===== config.mk =====
export PLATFORM = sky130hd
export DESIGN_NAME = disp_sched
export DESIGN_NICKNAME = d
export VERILOG_FILES = /design/src/rtl/disp_sched_pkg.sv /design/src/rtl/disp_sched_blink_tick.sv /design/src/rtl/disp_sched.sv
export SDC_FILE = /design/constraint.sdc
export NUM_CORES = 1
export LEC_CHECK = 0
export ABC_AREA = 1
export BUFFER_PORTS_ARGS = -buffer_cell sky130_fd_sc_hd__buf_2
export CAP_MARGIN = 30
export CORE_UTILIZATION = 44
export DETAILED_ROUTE_END_ITERATION = 10
export MAX_ROUTING_LAYER = met4
export PLACE_DENSITY = 0.8
export SYNTH_ARGS = -nofsm -noshare
export SYNTH_HDL_FRONTEND = slang
export SYNTH_SLANG_ARGS = --single-unit

===== constraint.sdc =====
create_clock -name CP_100MHz -period 2 [get_ports CP_100MHz]
set_input_delay 0.4 -clock CP_100MHz [delete_from_list [all_inputs] [get_ports CP_100MHz]]
set_output_delay 0.4 -clock CP_100MHz [all_outputs]
set_load 0.02 [all_outputs]

===== src/rtl/disp_sched_pkg.sv =====
// Shared constants and types for the display scheduler: source indices,
// blank encodings and scheduler state encodings.
package disp_pkg;

  localparam logic [1:0] SRC_CLK   = 2'd0;
  localparam logic [1:0] SRC_ALM   = 2'd1;
  localparam logic [1:0] SRC_SW    = 2'd2;

  localparam logic [6:0] SEG_BLANK = 7'b111_1111;
  localparam logic       DOT_OFF   = 1'b1;
  localparam logic       PHASE_ON  = 1'b1;

  typedef enum logic {
    ST_NORMAL  = 1'b0,
    ST_OVERLAY = 1'b1
  } disp_state_e;

  // One bit per digit of the pair currently being set
  function automatic logic [7:0] pair_mask(input logic [1:0] sel);
    return 8'b0000_0011 << {sel, 1'b0};
  endfunction

endpackage


===== src/rtl/disp_sched_blink_tick.sv =====
// Free-running blink phase generator: half-period divider with restart,
// phase toggle and a one-cycle tick on every wrap.
module disp_blink_tick
  import disp_pkg::*;
#(
  parameter int CLK_Freq   = 100000000,
  parameter int BLINK_Freq = 2,
  parameter int N          = 26
) (
  input  logic CP_100MHz,
  input  logic CLR,
  input  logic RESTART,
  output logic PHASE,
  output logic TICK
);

  localparam int           HALF     = CLK_Freq / (2 * BLINK_Freq);
  localparam logic [N-1:0] DIV_LAST = N'(HALF - 1);

  logic [N-1:0] div_r;
  logic         phase_r;
  logic         wrap_s;

  assign wrap_s = (div_r == DIV_LAST) && !RESTART;

  // Divider and phase register; restart re-aligns the phase to ON
  always_ff @(posedge CP_100MHz) begin
    if (CLR) begin
      div_r   <= {N{1'b0}};
      phase_r <= PHASE_ON;
    end else if (RESTART) begin
      div_r   <= {N{1'b0}};
      phase_r <= PHASE_ON;
    end else if (wrap_s) begin
      div_r   <= {N{1'b0}};
      phase_r <= ~phase_r;
    end else begin
      div_r   <= div_r + N'(1);
    end
  end

  assign PHASE = phase_r;
  assign TICK  = wrap_s;

endmodule


===== src/rtl/disp_sched.sv =====
// Display scheduler: picks one of three frame sources by mode, blinks the
// digit pair being set, and overlays a timed full-display alarm blink.
module disp_sched
  import disp_pkg::*;
#(
  parameter int CLK_Freq    = 100000000,
  parameter int BLINK_Freq  = 2,
  parameter int OVL_TOGGLES = 20,
  parameter int N           = 26
) (
  input  logic        CP_100MHz,
  input  logic        CLR,
  input  logic        MODE_P,
  input  logic        ALARM_REQ,
  input  logic        ACK_P,
  input  logic        SET_EN,
  input  logic [1:0]  SET_SEL,
  input  logic [55:0] FRM0,
  input  logic [55:0] FRM1,
  input  logic [55:0] FRM2,
  input  logic [7:0]  DOTS0,
  input  logic [7:0]  DOTS1,
  input  logic [7:0]  DOTS2,
  output logic [6:0]  SEG7,
  output logic [6:0]  SEG6,
  output logic [6:0]  SEG5,
  output logic [6:0]  SEG4,
  output logic [6:0]  SEG3,
  output logic [6:0]  SEG2,
  output logic [6:0]  SEG1,
  output logic [6:0]  SEG0,
  output logic [7:0]  DOT,
  output logic [1:0]  MODE,
  output logic        OVL
);

  localparam int            CW       = $clog2(OVL_TOGGLES + 1);
  localparam logic [CW-1:0] CNT_LAST = CW'(OVL_TOGGLES - 1);

  disp_state_e state_r, state_nxt_s;
  logic [1:0]    mode_r, mode_nxt_s, src_sel_s;
  logic [CW-1:0] cnt_r, cnt_nxt_s;
  logic          alarm_q_r, alarm_rise_s, restart_s;
  logic          phase_s, tick_s;
  logic [55:0]   seg_r, seg_nxt_s, frm_s;
  logic [7:0]    dot_r, dot_nxt_s, dots_s, mask_s;
  logic          ovl_r;

  disp_blink_tick #(
    .CLK_Freq   (CLK_Freq),
    .BLINK_Freq (BLINK_Freq),
    .N          (N)
  ) u_blink (
    .CP_100MHz (CP_100MHz),
    .CLR       (CLR),
    .RESTART   (restart_s),
    .PHASE     (phase_s),
    .TICK      (tick_s)
  );

  assign alarm_rise_s = ALARM_REQ && !alarm_q_r;
  assign mask_s       = pair_mask(SET_SEL);

  // Next state, mode stepping and overlay toggle counting
  always_comb begin
    state_nxt_s = state_r;
    mode_nxt_s  = mode_r;
    cnt_nxt_s   = cnt_r;
    restart_s   = 1'b0;
    case (state_r)
      ST_NORMAL: begin
        if (MODE_P) begin
          mode_nxt_s = (mode_r == SRC_SW) ? SRC_CLK : mode_r + 2'd1;
        end else begin
          mode_nxt_s = mode_r;
        end
        // ACK in the same cycle as the rising edge suppresses entry
        if (alarm_rise_s && !ACK_P) begin
          state_nxt_s = ST_OVERLAY;
          restart_s   = 1'b1;
          cnt_nxt_s   = {CW{1'b0}};
        end else begin
          state_nxt_s = ST_NORMAL;
        end
      end
      ST_OVERLAY: begin
        if (tick_s) begin
          cnt_nxt_s = cnt_r + CW'(1);
        end else begin
          cnt_nxt_s = cnt_r;
        end
        if (ACK_P || !ALARM_REQ || (tick_s && (cnt_r == CNT_LAST))) begin
          state_nxt_s = ST_NORMAL;
        end else begin
          state_nxt_s = ST_OVERLAY;
        end
      end
      default: begin
        state_nxt_s = ST_NORMAL;
      end
    endcase
  end

  // Frame selection and blanking for the next output register load
  always_comb begin
    src_sel_s = (state_r == ST_OVERLAY) ? SRC_ALM : mode_r;
    case (src_sel_s)
      SRC_CLK: begin frm_s = FRM0; dots_s = DOTS0; end
      SRC_ALM: begin frm_s = FRM1; dots_s = DOTS1; end
      SRC_SW:  begin frm_s = FRM2; dots_s = DOTS2; end
      default: begin frm_s = {8{SEG_BLANK}}; dots_s = {8{DOT_OFF}}; end
    endcase
    seg_nxt_s = frm_s;
    dot_nxt_s = dots_s;
    if (state_r == ST_OVERLAY) begin
      if (phase_s != PHASE_ON) begin
        seg_nxt_s = {8{SEG_BLANK}};
        dot_nxt_s = {8{DOT_OFF}};
      end else begin
        seg_nxt_s = frm_s;
        dot_nxt_s = dots_s;
      end
    end else if (SET_EN && (phase_s != PHASE_ON)) begin
      for (int i = 0; i < 8; i++) begin
        if (mask_s[i]) begin
          seg_nxt_s[i*7 +: 7] = SEG_BLANK;
          dot_nxt_s[i]        = DOT_OFF;
        end else begin
          seg_nxt_s[i*7 +: 7] = frm_s[i*7 +: 7];
          dot_nxt_s[i]        = dots_s[i];
        end
      end
    end else begin
      seg_nxt_s = frm_s;
      dot_nxt_s = dots_s;
    end
  end

  // State register
  always_ff @(posedge CP_100MHz) begin
    if (CLR) begin
      state_r <= ST_NORMAL;
    end else begin
      state_r <= state_nxt_s;
    end
  end

  // Mode, counter, alarm sample and registered display outputs
  always_ff @(posedge CP_100MHz) begin
    if (CLR) begin
      mode_r    <= SRC_CLK;
      cnt_r     <= {CW{1'b0}};
      alarm_q_r <= 1'b0;
      seg_r     <= {8{SEG_BLANK}};
      dot_r     <= {8{DOT_OFF}};
      ovl_r     <= 1'b0;
    end else begin
      mode_r    <= mode_nxt_s;
      cnt_r     <= cnt_nxt_s;
      alarm_q_r <= ALARM_REQ;
      seg_r     <= seg_nxt_s;
      dot_r     <= dot_nxt_s;
      ovl_r     <= (state_r == ST_OVERLAY);
    end
  end

  assign {SEG7, SEG6, SEG5, SEG4, SEG3, SEG2, SEG1, SEG0} = seg_r;
  assign DOT  = dot_r;
  assign MODE = mode_r;
  assign OVL  = ovl_r;

endmodule


==> results.tsv, run 1 <==
stage	metric	value	unit
outcome	status	complete, no violations	
synthesis	syn_nets	840	
clock_network	cts_tree	built	
power_and_ir_drop	power.internal	3.058	mW
timing	drv_slew	0	
routing	vias	5199	
timing	hold_viol	0	
die	die_h	104.2	um
final_layout	drive_gt1_share	35.11	%
synthesis	seq_area_frac_synth	43.97	%
timing	relSlewSlack	64.52	%
clock_network	post-cts-setup-buffer-count	0	
routing	drt_iter0_markers	343	
final_layout	filler_cell_count	942	
placed_design	place.gp.congestion	0.9415	
placed_design	postPlaceCellArea	6026	um2
clock_network	cts.repair.resized	0	
clock_network	clock-sinks	101	
clock_network	clk_latency	0.37	ns
grt	grt_pass1_wl	24800	um
die	die_area	10860	um2
placed_design	place_hpwl	12120	um
power_and_ir_drop	vdd_drop_max	396.6	uV
grt	antenna_found_initial	2	
power_and_ir_drop	seqPwrFrac	48.7	%
timing	tns	0	ns
critical_path	crit_arrival	1.95	ns
clock_network	clk_pin_slew	0.12	ns
routing	via_per_inst	5.023	
synthesis	synth_seq_cells	101	
timing	worst_pin_slew	0.5281	ns
synthesis	synth_cell_type_count	36	
synthesis	synth_area	4598	um2
timing	fin_worst_skew	0.01449	ns
critical_path	startpoint_type	flip-flop	
grt	grt_usage	30.07	%
synthesis	synth_ff_type	dfxtp_1	
die	rows	36	
timing	rsz0062_at_grt	no	
clock_network	clock_path_buffers	2	
synthesis	ys_warn_count	0	
critical_path	cp-end-kind	flip-flop	
power_and_ir_drop	power_frac_clock	28.2	%
final_layout	syn2layout_area_growth	35.54	%
timing	min_period_over_period	86.83	%
synthesis	synth_edf_count	0	
final_layout	final_area	6232	um2
min_path	min_path_type	primary input to flip-flop	
clock_network	clockRootBuffer	clkbuf_8	
routing	wl	15710	um
timing	fmax	0.5758	GHz
clock_network	cts_made_buffers	9	
grt	grt_pass1_vias	5053	
job	maxCapViolCount	0	
synthesis	async_flop_share	0	%
critical_path	criticalPathCategory	flip-flop to flip-flop	
routing	postRouteAntennaNets	0	
synthesis	syn_inst	638	
grt	grt_max_degree	65	
timing	post-route-min-period	1.737	ns
clock_network	cts_htree_levels	3	
critical_path	worstPathMaxFanout	15	
die	core_area	9955	um2
die	ios	267	
timing	setup_violations	0	
routing	wire_per_inst	15.18	um
die	initial_core_util	46.19	%
routing	drc	0	
placed_design	io_buffers	266	
power_and_ir_drop	netSwitchingFraction	33.19	%
final_layout	nets	1097	
power_and_ir_drop	p_leak	2.879	nW
critical_path	cp_data_required_time	2.21	ns
power_and_ir_drop	pwr_density_cell	734.5	nW/um2
routing	drt_first_pass_iters	5	
grt	grt_overflow	0	
power_and_ir_drop	p_sw	1.520	mW
synthesis	syn_avg_cell_area	7.207	um2
clock_network	postCtsHoldBufs	0	
timing	whs	0.2316	ns
power_and_ir_drop	pwr-share-comb	23.1	%
power_and_ir_drop	fin_total_pwr	4.578	mW
die	die_x	104.2	um
[placed cells by master, fill, tap and decap left out, types with 2 or more instances in the layout]
cell,n
buf_2,266
nand2_1,250
dfxtp_1,101
nand4_1,75
nor2_1,43
inv_1,41
nand3_1,21
a21oi_1,16
nor3_1,15
nor2_4,9
clkbuf_8,9
o21ai_0,6
xor2_1,6
nor2_2,4
buf_4,4
nand2_2,3
diode_2,2
nand3_2,2
nor3b_1,2
ha_1,2
inv_8,2
clkinv_8,2
buf_12,2
[through the flow]
| stage | std cells | setup WS [ns] | util, % |
|---|---|---|---|
| floorplan | 638 | 0.5690 | - |
| global placement | 1017 | 0.3531 | 60.53 |
| detailed placement | 1017 | 0.3035 | 60.53 |
| CTS | 1033 | 0.2993 | 62.56 |
| global route | 1035 | 0.09729 | 62.61 |
| finish | 1035 | 0.2633 | 62.61 |
[power by group through the flow]
stage	registers, mW	logic [mW]	clock network [mW]
floorplan	2.47	0.377	0
global placement	2.27	1.05	0
detailed placement	2.27	1.05	0
CTS	2.23	1.06	1.33
global route	2.25	1.15	1.39
finish	2.23	1.06	1.29
[cell families (layout without fill, tap and decap cells)]
group                      after synthesis  after routing  share of synthesized area (%)
AOI/OAI and AO/OA                       28             28                          3.973
xor gates and xnor gates                 7              7                          1.333
adders and majority gates                2              2                         0.5441
buffers and inverters                   69            331                          6.721
DFF                                    101            101                          43.97
other                                    0              2                              0
and+or+nand+nor                        431            431                          43.46
[synthesized netlist by cell type, types with 6 or more instances]
cell | instances | area [um2]
clkbuf_1 | 7 | 26.28
dfxtp_1 | 101 | 2022
inv_1 | 41 | 153.9
nand4_1 | 75 | 469.2
nand3_1 | 21 | 105.1
nor2_4 | 8 | 90.09
buf_2 | 14 | 70.07
o21ai_0 | 6 | 30.03
nand2_1 | 250 | 938.4
a21oi_1 | 16 | 80.08
nor3_1 | 15 | 75.07
nor2_1 | 43 | 161.4
xor2_1 | 6 | 52.55
[registers in the layout (all words and copies together) (netlist names)]
register       flops
DOT                8
MODE               2
OVL                1
alarm_q_r          1
cnt_r              5
seg_r             56
state_r            1
u_blink.PHASE      1
u_blink.div_r     26
[critical path, cell delays in order (launching register included)]
cell	delay (ns)
dfxtp_1	0.46
inv_4	0.15
nor2_1	0.05
inv_1	0.10
o21ai_1	0.08
nor2_1	0.15
o21a_2	0.42
nand4_1	0.17
[final cells by class]
| type | instances | area (um2) | share of cell area (%) |
|---|---|---|---|
| repair buffers | 272 | 1401 | 22.49 |
| well taps | 133 | 166.4 | 2.670 |
| clock buffers | 9 | 123.9 | 1.988 |
| diodes | 2 | 5.005 | 0.08031 |
| multi-input cells | 468 | 2272 | 36.46 |
| clock inverters | 7 | 77.57 | 1.245 |
| inverters | 43 | 163.9 | 2.630 |
| flip-flops and latches | 101 | 2022 | 32.44 |
[per-layer routing]
layer / wire length [um] / GRT usage (%)
met5: 0 / -
met4: 483 / 11.53
met3: 1232 / 8.020
met2: 7829 / 50.52
met1: 6166 / 34.14
[worst paths after layout]
kind / start / end / slack (ns) / cells past startpoint
hold / removal: FRM1[31] / seg_r[31] / 0.23 / 3
setup reg to reg: state_r / seg_r[53] / 0.26 / 7
hold reg to reg: u_blink.div_r[0] / u_blink.div_r[0] / 0.46 / 1
setup / recovery: state_r / seg_r[53] / 0.26 / 7
Power figures use the tool's default switching activity.
==> inputs of run 2 (changes only) <==
--- a/config.mk
+++ b/config.mk
@@ -11,7 +11,7 @@
 export CORE_UTILIZATION = 44
 export DETAILED_ROUTE_END_ITERATION = 10
 export MAX_ROUTING_LAYER = met4
-export PLACE_DENSITY = 0.8
+export PLACE_DENSITY = 0.85
 export SYNTH_ARGS = -nofsm -noshare
 export SYNTH_HDL_FRONTEND = slang
 export SYNTH_SLANG_ARGS = --single-unit
==> results.tsv, run 2 (same netlist as run 1, synthesis figures left out) <==
stage	metric	value	unit
clock_network	cts.repair.resized	0	
clock_network	post-cts-setup-buffer-count	0	
timing	tns	0	ns
clock_network	clk_pin_slew	0.11	ns
power_and_ir_drop	netSwitchingFraction	30.70	%
die	die_area	10860	um2
grt	antenna_found_initial	3	
critical_path	worstPathMaxFanout	16	
grt	grt_max_degree	65	
grt	grt_overflow	0	
clock_network	cts_made_buffers	9	
clock_network	cts_tree	built	
die	core_area	9955	um2
routing	wl	16250	um
final_layout	regMostFlops	seg_r	
grt	busiest_layer	met2	
power_and_ir_drop	pwr-share-comb	22.6	%
placed_design	place_hpwl	12590	um
clock_network	clockRootBuffer	clkbuf_8	
timing	fmax	0.5889	GHz
power_and_ir_drop	vdd_drop_max	455.0	uV
routing	via_per_inst	5.131	
final_layout	layout_commonest_cell	buf_2	
power_and_ir_drop	seqPwrFrac	46.7	%
critical_path	criticalPathCategory	flip-flop to flip-flop	
timing	rsz0062_at_grt	no	
die	die_h	104.2	um
timing	post-route-min-period	1.698	ns
placed_design	io_buffers	266	
power_and_ir_drop	pwr_density_cell	762.5	nW/um2
routing	drt_iter0_markers	439	
placed_design	dp.cells	1016	
clock_network	clock-sinks	101	
clock_network	postCtsHoldBufs	0	
critical_path	cp-end-kind	flip-flop	
clock_network	clock_path_buffers	2	
final_layout	mostFrequentLayoutCells	266 x buf_2, 250 x nand2_1, 101 x dfxtp_1	
routing	vias	5311	
grt	grt_pass1_wl	25580	um
final_layout	nets	1096	
timing	drv_slew	0	
final_layout	largest_reg_flops	56	
job	maxCapViolCount	0	
die	initial_core_util	46.19	%
placed_design	post-place-ws	0.3458	ns
die	rows	36	
timing	setup_violations	0	
grt	grt_pass1_vias	5173	
routing	drt_first_pass_iters	6	
clock_network	cts_htree_levels	3	
power_and_ir_drop	p_sw	1.469	mW
final_layout	fin_util	63.03	%
min_path	min_path_type	primary input to flip-flop	
timing	relSlewSlack	64.27	%
grt	grt_usage	30.96	%
die	ios	267	
final_layout	fin_cells	1035	
grt	use_met2	49.71	%
power_and_ir_drop	power_frac_clock	30.7	%
critical_path	cp_data_required_time	2.20	ns
timing	worst_pin_slew	0.5346	ns
timing	setup_ws	0.3020	ns
outcome	status	complete, no violations	
placed_design	postPlaceCellArea	6043	um2
final_layout	final_area	6275	um2
grt	gr-usage-met1	37.14	%
routing	wire_per_inst	15.70	um
placed_design	place.gp.congestion	0.9667	
timing	hold_viol	0	
final_layout	filler_cell_count	895	
power_and_ir_drop	power.internal	3.316	mW
timing	min_period_over_period	84.90	%
final_layout	syn2layout_area_growth	36.46	%
critical_path	crit_arrival	1.90	ns
routing	drc	0	
die	die_x	104.2	um
routing	postRouteAntennaNets	0	
timing	fin_worst_skew	0.01563	ns
final_layout	drive_gt1_share	34.93	%
clock_network	clk_latency	0.37	ns
grt	use_met3	7.644	%
critical_path	startpoint_type	flip-flop	
power_and_ir_drop	p_leak	2.893	nW
==> run 2: critical path: stages (launching register included) <==
cell and delay [ns]:
dfxtp_1 0.40, buf_4 0.19, nor2_4 0.18, o211ai_4 0.15, nor2_4 0.42, nand4_1 0.18
==> run 2: stage by stage <==
stage | power, mW | hold slack, ns
detailed placement | 3.350 | 0.4463
CTS | 4.782 | 0.2333
global placement | 3.338 | 0.4309
floorplan | 2.848 | 0.4175
finish | 4.785 | 0.2437
global route | 4.959 | 0.2374
==> run 2: per-layer routing <==
layer	up-vias	routed length [um]
met5	-	0
met4	0	506
met3	42	1376
met2	258	7718
met1	2407	6652
li1	2604	-
==> run 2: power groups by stage <==
stage	sequential, mW	combinational [mW]	clock, mW
2_1_floorplan	2.47	0.377	0
3_3_place_gp	2.28	1.06	0
3_5_place_dp	2.28	1.07	0
4_1_cts	2.23	1.08	1.47
5_1_grt	2.25	1.16	1.55
6_report	2.23	1.08	1.47
==> run 2: worst paths after layout <==
check,startpoint,endpoint,slack [ns],cells after the start
worst max register to register,state_r,seg_r[22],0.30,5
worst max-delay path,state_r,seg_r[22],0.30,5
worst min register to register,u_blink.div_r[0],u_blink.div_r[0],0.46,1
worst min-delay path,FRM2[13],seg_r[13],0.24,3
==> run 2: final cells by class <==
class / instances / area (um2) / share of cell area [%]
repair buffers: 271 / 1419 / 22.61
clock inverters: 5 / 82.58 / 1.316
multi-input cells: 468 / 2272 / 36.21
clock buffers: 11 / 141.4 / 2.253
diodes: 3 / 7.507 / 0.1196
well taps: 133 / 166.4 / 2.652
flip-flops and latches: 101 / 2022 / 32.22
inverters: 43 / 163.9 / 2.612
==> inputs of run 3 (changes only) <==
--- a/config.mk
+++ b/config.mk
@@ -8,10 +8,10 @@
 export ABC_AREA = 1
 export BUFFER_PORTS_ARGS = -buffer_cell sky130_fd_sc_hd__buf_2
 export CAP_MARGIN = 30
-export CORE_UTILIZATION = 44
+export CORE_UTILIZATION = 40
 export DETAILED_ROUTE_END_ITERATION = 10
 export MAX_ROUTING_LAYER = met4
-export PLACE_DENSITY = 0.85
+export PLACE_DENSITY = 0.82
 export SYNTH_ARGS = -nofsm -noshare
 export SYNTH_HDL_FRONTEND = slang
 export SYNTH_SLANG_ARGS = --single-unit
==> constraint.sdc (replaced) <==
create_clock -name CP_100MHz -period 1.5 [get_ports CP_100MHz]
set_input_delay 0.3 -clock CP_100MHz [delete_from_list [all_inputs] [get_ports CP_100MHz]]
set_output_delay 0.3 -clock CP_100MHz [all_outputs]
set_load 0.02 [all_outputs]
==> results.tsv, run 3 (same netlist as run 1, synthesis figures left out) <==
stage	metric	value	unit
outcome	status	complete, no violations	
timing	worst_pin_slew	0.3740	ns
clock_network	clockRootBuffer	clkbuf_16	
power_and_ir_drop	p_leak	3.190	nW
critical_path	worstPathMaxFanout	3	
placed_design	dp.cells	1059	
die	core_area	11030	um2
critical_path	rr_startpoint	u_blink.div_r[1]	
placed_design	place.gp.congestion	0.9158	
final_layout	mostFrequentLayoutCells	266 x buf_2, 248 x nand2_1, 91 x dfxtp_1	
timing	post-route-min-period	1.447	ns
timing	relSlewSlack	74.81	%
routing	via_per_inst	5.011	
timing	rsz0062_at_grt	yes	
routing	wire_per_inst	15.59	um
die	die_h	109.2	um
final_layout	final_area	6895	um2
timing	drv_slew	0	
clock_network	postCtsHoldBufs	0	
power_and_ir_drop	fin_total_pwr	7.254	mW
critical_path	r2r_slack	0.05	ns
die	initial_core_util	41.69	%
grt	grt_pass1_wl	24920	um
clock_network	cts_tree	built	
die	die_x	109.2	um
final_layout	regMostFlops	seg_r	
final_layout	multiInputGateArea	2351	um2
timing	fmax	0.6912	GHz
critical_path	cp-end-kind	flip-flop	
critical_path	path_cells	ha_4 > nand2_2 > inv_2 > nand2_1 > nor2_4 > nand3_1 > nor2_1 > xor2_1 > nor2_1	
routing	wl	16910	um
critical_path	criticalPathCategory	flip-flop to flip-flop	
timing	whs	0.1574	ns
min_path	hold_end	seg_r[26]	
placed_design	post-place-ws	-0.02326	ns
placed_design	postPlaceCellArea	6360	um2
critical_path	startpoint_type	flip-flop	
final_layout	layout_commonest_cell	buf_2	
die	die_area	11930	um2
final_layout	filler_cell_count	986	
critical_path	crit_path_max_incr_delay	0.35	ns
clock_network	clock_path_buffers	2	
min_path	whs_path_depth	3	
timing	fin_worst_skew	0.009352	ns
final_layout	largest_reg_flops	56	
grt	grt_max_degree	65	
critical_path	critPathSlowestCell	dfxtp_2	
final_layout	nets	1139	
clock_network	clk_pin_slew	0.07	ns
clock_network	clk_latency	0.35	ns
timing	tns	0	ns
power_and_ir_drop	vdd_drop_max	662.2	uV
routing	postRouteAntennaNets	0	
grt	grt_usage	28.60	%
timing	hold_viol	0	
critical_path	crit_arrival	1.69	ns
grt	grt_overflow	0	
placed_design	io_buffers	266	
clock_network	cts_htree_levels	3	
die	ios	267	
grt	grt_pass1_vias	5090	
final_layout	drive_gt1_share	41.08	%
routing	drt_iter0_markers	352	
critical_path	cp_data_required_time	1.74	ns
routing	vias	5437	
routing	drt_first_pass_iters	5	
job	maxCapViolCount	0	
min_path	min_from	FRM1[26]	
min_path	min_path_type	primary input to flip-flop	
final_layout	fin_cells	1085	
critical_path	r2r_end	u_blink.div_r[20]	
timing	setup_violations	0	
power_and_ir_drop	pwr_density_cell	1052	nW/um2
clock_network	clock-sinks	101	
grt	antenna_found_initial	2	
timing	min_period_over_period	96.46	%
critical_path	r2r_cells	9	
final_layout	ff_latch_area	2037	um2
routing	drc	0	
placed_design	place_hpwl	13090	um
critical_path	startpoint	u_blink.div_r[1]	
clock_network	cts_made_buffers	9	
critical_path	cp_common_cell	nor2_1	
final_layout	fin_util	62.51	%
timing	setup_ws	0.05315	ns
final_layout	syn2layout_area_growth	49.96	%
die	rows	38	
-- run 3: how the worst max path moves through the flow --
stage / end / slack (ns) / cells after the start
finish: u_blink.div_r[20] / 0.05 / 9
global route: cnt_r[4] / -0.04 / 9
CTS: u_blink.div_r[24] / 0.01 / 9
detailed placement: seg_r[45] / -0.02 / 8
global placement: u_blink.div_r[2] / 0.02 / 6
floorplan: u_blink.div_r[16] / 0.07 / 9
-- run 3: per-layer routing --
metal  global-route usage (%)  routed length [um]  vias up
met2                    47.08                8410      228
li1                         -                   -     2685
met3                    7.352                1382       35
met1                    32.86                6590     2489
met5                        -                   0        -
met4                    12.29                 528        0
-- run 3: critical path: cells and delay by family (launching register included) --
| family | cells | cell delay [ns] |
|---|---|---|
| buffers and inverters | 1 | 0.08 |
| and+or+nand+nor | 6 | 0.60 |
| xor gates and xnor gates | 1 | 0.16 |
| DFF | 1 | 0.35 |
| adders and majority gates | 1 | 0.14 |
-- run 3: layout make-up --
class | count | share of cell area [%]
multi-input cells | 468 | 34.10
flip-flops and latches | 101 | 29.54
repair buffers | 314 | 26.17
clock buffers | 9 | 3.266
well taps | 140 | 2.540
inverters | 43 | 2.413
clock inverters | 7 | 1.869
diodes | 3 | 0.1089
-- run 3: what timing repair did --
item | CTS | global route
cloned | 0 | 1
buffers inserted | 0 | 6
endpoints found under the setup margin | 2 | 47
pin swaps | 0 | 7
gates resized for setup | 2 | 35
-- run 3: where the power goes --
part / switching, mW / internal, mW / total (mW)
combinational: 0.921 / 0.598 / 1.52
clock: 1.10 / 1.66 / 2.76
sequential: 0.0794 / 2.90 / 2.98
total: 2.10 / 5.15 / 7.25
